--- src/rtl/score_counter.sv ---
// Multi-channel bounded up/down score counter with edge-detected button levels, BCD digits and limit flags.
// Latency: cnt/evt 1 cycle after an input rise, digits 1 cycle behind cnt; no backpressure, every edge is taken.
module score_counter #(
    parameter int NCH     = 2,
    parameter int BW      = 7,
    parameter int MAX_VAL = 99,
    parameter int WRAP    = 0
) (
    input  logic              clk_i,
    input  logic              rst_i,
    input  logic [NCH-1:0]    up_i,
    input  logic [NCH-1:0]    down_i,
    input  logic              clear_i,
    output logic [NCH*BW-1:0] cnt_o,
    output logic [NCH*4-1:0]  tens_o,
    output logic [NCH*4-1:0]  ones_o,
    output logic [NCH-1:0]    at_max_o,
    output logic [NCH-1:0]    at_zero_o,
    output logic [NCH-1:0]    evt_o
);

    localparam logic [BW-1:0] MAX_V = BW'(MAX_VAL);

    logic [NCH-1:0] up_q;
    logic [NCH-1:0] down_q;
    logic [NCH-1:0] inc;
    logic [NCH-1:0] dec;
    logic [NCH-1:0] evt_d;
    logic [BW-1:0]  cnt_q [NCH];
    logic [BW-1:0]  cnt_d [NCH];
    logic [3:0]     tens_d [NCH];
    logic [3:0]     ones_d [NCH];

    // Subtract-10 chain; nine stages cover every value up to 99.
    function automatic logic [7:0] to_bcd(input logic [BW-1:0] v);
        logic [6:0] r;
        logic [3:0] t;
        r = 7'(v);
        t = 4'd0;
        for (int i = 0; i < 9; i++) begin
            if (r >= 7'd10) begin
                r = r - 7'd10;
                t = t + 4'd1;
            end
        end
        return {t, r[3:0]};
    endfunction

    always_comb begin
        inc = up_i & ~up_q;
        dec = down_i & ~down_q;
        for (int c = 0; c < NCH; c++) begin
            cnt_d[c] = cnt_q[c];
            if (clear_i) begin
                cnt_d[c] = '0;
            end else if (inc[c] && !dec[c]) begin
                if (cnt_q[c] == MAX_V) begin
                    if (WRAP != 0) cnt_d[c] = '0;
                end else begin
                    cnt_d[c] = cnt_q[c] + BW'(1);
                end
            end else if (dec[c] && !inc[c]) begin
                if (cnt_q[c] == '0) begin
                    if (WRAP != 0) cnt_d[c] = MAX_V;
                end else begin
                    cnt_d[c] = cnt_q[c] - BW'(1);
                end
            end
            evt_d[c] = (cnt_d[c] != cnt_q[c]);
            {tens_d[c], ones_d[c]} = to_bcd(cnt_q[c]);
        end
    end

    always_comb begin
        cnt_o     = '0;
        at_max_o  = '0;
        at_zero_o = '0;
        for (int c = 0; c < NCH; c++) begin
            cnt_o[c*BW +: BW] = cnt_q[c];
            at_max_o[c]       = (cnt_q[c] == MAX_V);
            at_zero_o[c]      = (cnt_q[c] == '0);
        end
    end

    // Edge history loads even during reset so a held button cannot count on release.
    always_ff @(posedge clk_i) begin
        up_q   <= up_i;
        down_q <= down_i;
        if (!rst_i) begin
            for (int c = 0; c < NCH; c++) cnt_q[c] <= '0;
            evt_o  <= '0;
            tens_o <= '0;
            ones_o <= '0;
        end else begin
            for (int c = 0; c < NCH; c++) begin
                cnt_q[c]          <= cnt_d[c];
                tens_o[c*4 +: 4]  <= tens_d[c];
                ones_o[c*4 +: 4]  <= ones_d[c];
            end
            evt_o <= evt_d;
        end
    end

endmodule

--- config.mk ---
export PLATFORM = sky130hd
export DESIGN_NAME = score_counter
export DESIGN_NICKNAME = d
export VERILOG_FILES = /design/src/rtl/score_counter.sv
export SDC_FILE = /design/constraint.sdc
export NUM_CORES = 1
export LEC_CHECK = 0
export ABC_AREA = 1
export CORE_MARGIN = 2
export CORE_UTILIZATION = 45
export DETAILED_ROUTE_END_ITERATION = 8
export RECOVER_POWER = 50
export SLEW_MARGIN = 20
export SYNTH_ARGS = -nofsm -noshare
export SYNTH_HDL_FRONTEND = slang
export SYNTH_SLANG_ARGS = --single-unit
--- constraint.sdc ---
create_clock -name clk_i -period 8.1 [get_ports clk_i]
set_clock_uncertainty 0.15 [all_clocks]
set_input_delay 2.025 -clock clk_i [delete_from_list [all_inputs] [get_ports clk_i]]
set_output_delay 2.025 -clock clk_i [all_outputs]
set_load 0.01 [all_outputs]
==> impl_metrics.ini, run 1 <==
[route]
post-route-drc-count = 0
drt_iter0_drc = 249
via_per_inst = 4.87
firstDrtPassIters = 5
vias = 5811
ant_nets = 0
wl_per_cell_um = 11.2
wl_um = 13300

[clock_tree]
cts.clk_slew.worst_paths_ns = 0.06
h-tree-depth = 2
postCtsResizedCells = 0
postCtsHoldBufs = 0
cts_root_buffer = clkbuf_16
clk_latency_ns = 0.28
numCtsBuffers = 5
clkSinkCount = 36
cts_tree = built
clk_path_buf_depth = 2
post-cts-setup-buffers = 0

[critical_path]
required_ns = 8.12
critPathLaunch = cnt_q[0][1]
path_common_cell = nand2_1
worst_setup_path_start_kind = flop
critPathMaxFanout = 10
max_stage_delay_ns = 0.57
r2r_setup_slack_ns = 0.93
cp.arrival_ns = 7.19
timing.rr.start = cnt_q[0][1]
crit_type = reg2reg
crit_slowest_cell = dfxtp_1
end_kind = flop

[timing]
setup_viol = 0
post-route-min-period_ns = 7.17
max_freq_mhz = 140
fin_crit_sh_pct = 88.5
tightestPinTransition_ns = 0.689
max_slew_margin_pct = 53.8
hold_viol = 0
maxSlewViolCount = 0
fin_setup_tns_ns = 0
rsz0062_at_grt = no

[yosys]
ys_ff_latch = 36
netlist_area_um2 = 6110
synth-edff-count = 0
syn_avg_cell_area_um2 = 6.24
synthDistinctLibCells = 56
netlist_instances = 980
async_flop_share_pct = 0
synthFlopType = dfxtp_1
yosysWarnings = 0
synth_seq_area_share_pct = 11.8
synth_fp_nets = 1023

[job]
drv_cap = 0

[finish]
areaGrowthSynthToFinish_pct = 11.6
multiInputGateArea_um2 = 4710
fillers = 1372
num_antenna_cells = 0
regArea_um2 = 721
drive_above_1_share_pct = 19.0
final_nets = 1060
fin_cells = 1193

[die]
die-area_um2 = 14500
fp.dieH_um = 121
fp-row-count = 42
fp.dieW_um = 121
coreArea_um2 = 13200
io-pin-count = 43
initial_core_util_pct = 46.2

[placed_design]
numPortBuffers = 42
gp_congestion = 0.888
place_inst = 1186
dp_hpwl_um = 10900

[worst_hold_path]
min_from = cnt_q[0][7]
hold_path.class = reg2reg

[global_routing]
grt_max_degree = 20
antenna_found_initial = 0
grt_pass1_vias = 5331
grt_first_pass_wirelength_um = 23400
grt-ovfl-total = 0
grt_usage_pct = 18.9

[status]
run_status = completed
-- cell usage after synthesis, types with 12 or more instances --
cell	instances	share of area, %
a21oi_1	28	2.3
dfxtp_1	36	12
ha_1	36	7.4
inv_1	114	7.0
inv_2	37	2.3
nand2_1	261	16
nand2_2	53	5.4
nand2_4	32	5.9
nand3_1	95	7.8
nand3_2	12	2.0
nand4_1	23	2.4
nor2_1	59	3.6
o21ai_0	25	2.0
xor2_1	40	5.7
-- flip-flops by register name, summed over array words and instances (netlist names) --
register  count
tens_o        8
cnt_q        14
up_q          2
evt_o         2
ones_o        8
down_q        2
-- path summary, 6_finish.rpt --
kind / end / depth (start not counted)
max: tens_o[3] / 58
min: cnt_q[0][7] / 2
max reg2reg: tens_o[3] / 58
min reg2reg: cnt_q[0][7] / 2
-- area by class of cell --
cell class	instances	area share, %
multi-input cells	775	69.1
flip-flops and latches	36	10.6
inverters	156	8.69
repair buffers	43	6.21
well taps	176	3.23
clock buffers	7	2.24
-- critical path: cells and delay by family, from the launching register on --
family	cells	cell delay [ns]
compound gates	2	0.47
simple gates	41	4.22
fa+ha+maj	4	0.75
flops	1	0.57
buf+inv	11	0.89
-- cells in the final DEF (no fill, tap or decap), drive strengths merged, types with 2 or more instances in the layout --
| cell type | instances |
|---|---|
| a21boi | 2 |
| a21oi | 32 |
| a31oi | 5 |
| nand3 | 117 |
| nor2 | 78 |
| dlygate4sd3 | 34 |
| clkinv | 3 |
| nand2 | 350 |
| o21ai | 38 |
| xor2 | 40 |
| a2111oi | 2 |
| xnor2 | 8 |
| nor3 | 12 |
| ha | 36 |
| inv | 153 |
| clkbuf | 8 |
| nand4 | 24 |
| o21bai | 2 |
| a211oi | 4 |
| o211ai | 4 |
| clkdlybuf4s50 | 8 |
| dfxtp | 36 |
| or2 | 2 |
| and3 | 3 |
| nand3b | 5 |
-- cell families (layout without fill, tap and decap cells) --
group / Yosys count / in the layout / share of synthesized area (%)
simple gates: 594 / 594 / 53.0
buf+inv: 169 / 206 / 11.1
compound gates: 96 / 96 / 9.64
xor+xnor: 48 / 48 / 6.88
fa+ha+maj: 36 / 36 / 7.37
flops: 36 / 36 / 11.8
mux: 1 / 1 / 0.184
-- stage by stage --
stage	cell area (um^2)	util, %	hold WS (ns)	setup WS [ns]
finish	6830	51.5	0.399	0.932
global route	6830	51.5	0.435	0.140
floorplan	6110	-	0.437	1.94
detailed placement	6680	50.4	0.397	0.985
global placement	6680	50.4	0.398	0.897
CTS	6830	51.6	0.407	0.925
-- per-layer routing --
layer	vias to the layer above	track usage, %	wire length [um]
met5	-	0	0
met4	0	2.76	68
met3	8	2.88	497
met2	96	31.8	6010
met1	2491	26.0	6770
li1	3216	-	-
Power of run 1 is not shown: default switching activity piles up to over one toggle a cycle in this logic, so the estimate is an artifact.
==> inputs of run 2 (changes only) <==
--- a/config.mk
+++ b/config.mk
@@ -6,7 +6,6 @@
 export NUM_CORES = 1
 export LEC_CHECK = 0
 export ABC_AREA = 1
-export CORE_MARGIN = 2
 export CORE_UTILIZATION = 45
 export DETAILED_ROUTE_END_ITERATION = 8
 export RECOVER_POWER = 50
==> impl_metrics.ini, run 2 (synthesis results as in run 1) <==
[critical_path]
crit_type = reg2reg
critPathMaxFanout = 10
required_ns = 8.12
worst_setup_path_start_kind = flop
max_stage_delay_ns = 0.55
path_common_cell = nand2_1
cp_top_family = simple AND/OR/NAND/NOR gates
crit_slowest_cell = dfxtp_1
end_kind = flop
cp.arrival_ns = 7.07
critPathBufInv = 11

[finish]
fin_cells = 1194
regMostFlops = cnt_q
final_common_cell = nand2_1
drive_above_1_share_pct = 19.0
areaGrowthSynthToFinish_pct = 11.8
reg.largest.list = cnt_q: 14 flops, ones_o: 8 flops, tens_o: 8 flops
layout_common_cells = nand2_1 (261), inv_1 (114), nand3_1 (95)
final_nets = 1060
largest_register_ffs = 14
num_antenna_cells = 0

[clock_tree]
h-tree-depth = 2
numCtsBuffers = 5
clk_latency_ns = 0.28
cts.clk_slew.worst_paths_ns = 0.06
post-cts-setup-buffers = 0
cts_root_buffer = clkbuf_16
postCtsResizedCells = 0
postCtsHoldBufs = 0
cts_tree = built
clk_path_buf_depth = 2
clkSinkCount = 36

[die]
fp-row-count = 42
initial_core_util_pct = 46.2
die-area_um2 = 14100
io-pin-count = 43
coreArea_um2 = 13200
fp.dieH_um = 119
fp.dieW_um = 119

[route]
via_per_inst = 4.92
wl_um = 13500
drt_iter0_drc = 203
vias = 5875
ant_nets = 0
post-route-drc-count = 0
wl_per_cell_um = 11.3
firstDrtPassIters = 4

[timing]
hold_viol = 0
fin_crit_sh_pct = 86.9
max_freq_mhz = 142
rsz0062_at_grt = no
setup_viol = 0
max_slew_margin_pct = 54.0
maxSlewViolCount = 0
fin_setup_tns_ns = 0
post-route-min-period_ns = 7.04
tightestPinTransition_ns = 0.685

[global_routing]
grtUsageMet3_pct = 2.61
grt_pass1_vias = 5434
antenna_found_initial = 0
grt-busiest-layer = met2
gr-usage-met2_pct = 35.3
use_met1_pct = 26.1
grt_max_degree = 20
grt_usage_pct = 19.9
grt-ovfl-total = 0
grt_first_pass_wirelength_um = 23900

[status]
run_status = completed

[placed_design]
numPortBuffers = 42
dp_hpwl_um = 11000
gp_congestion = 0.857
place_inst = 1186

[job]
drv_cap = 0

[worst_hold_path]
hold_path.class = reg2reg
## run 2: cell types whose count changed in the layout (fill, tap and decap cells not counted), sizes merged
cell    previous run  this run
bufinv             0         1
clkbuf             8         7
clkinv             3         4
## run 2: routing by layer
metal | share of wire [%] | vias to the layer above
met5 | 0 | -
li1 | - | 3225
met2 | 47 | 75
met1 | 50 | 2570
met4 | 0.37 | 0
met3 | 3.0 | 5
## run 2: area by class of cell
cell class	count	area, um^2
repair buffers	43	424
clock buffers	6	129
multi-input cells	775	4710
clock inverters	2	35.0
inverters	156	593
fillers	1371	6410
flip-flops and latches	36	721
well taps	176	220
## run 2: worst reg2reg max path, delay by kind of cell, from the launching register on
family,cells,cell delay [ns]
AO/OA/AOI/OAI,2,0.42
buffers and inverters,11,0.87
AND/OR/NAND/NOR,41,4.19
flip-flops,1,0.55
adder cells (fa/ha/maj),4,0.76
## run 2: worst paths after layout
check	from	slack, ns	endpoint	cells after the start
min	cnt_q[0][7]	0.40	cnt_q[0][7]	2
max reg2reg	cnt_q[0][1]	1.06	tens_o[3]	58
min reg2reg	cnt_q[0][7]	0.40	cnt_q[0][7]	2
max	cnt_q[0][1]	1.06	tens_o[3]	58
## run 2: metrics by stage
step / worst slack, ns / hold WS, ns / area (um^2) / util, %
5_1_grt: 0.131 / 0.431 / 6840 / 51.6
4_1_cts: 0.977 / 0.408 / 6840 / 51.7
2_1_floorplan: 1.94 / 0.437 / 6110 / -
3_5_place_dp: 1.03 / 0.400 / 6680 / 50.4
6_report: 1.06 / 0.403 / 6840 / 51.6
3_3_place_gp: 1.09 / 0.403 / 6680 / 50.4
Power of run 2 is left out for the same reason.
==> inputs of run 3 (changes only) <==
--- a/config.mk
+++ b/config.mk
@@ -9,7 +9,7 @@
 export CORE_UTILIZATION = 45
 export DETAILED_ROUTE_END_ITERATION = 8
 export RECOVER_POWER = 50
-export SLEW_MARGIN = 20
+export SLEW_MARGIN = 25
 export SYNTH_ARGS = -nofsm -noshare
 export SYNTH_HDL_FRONTEND = slang
 export SYNTH_SLANG_ARGS = --single-unit
==> results of run 3 <==
No change in the layout: final DEF, timing and power equal those of run 2.
Power of run 3 is left out for the same reason.
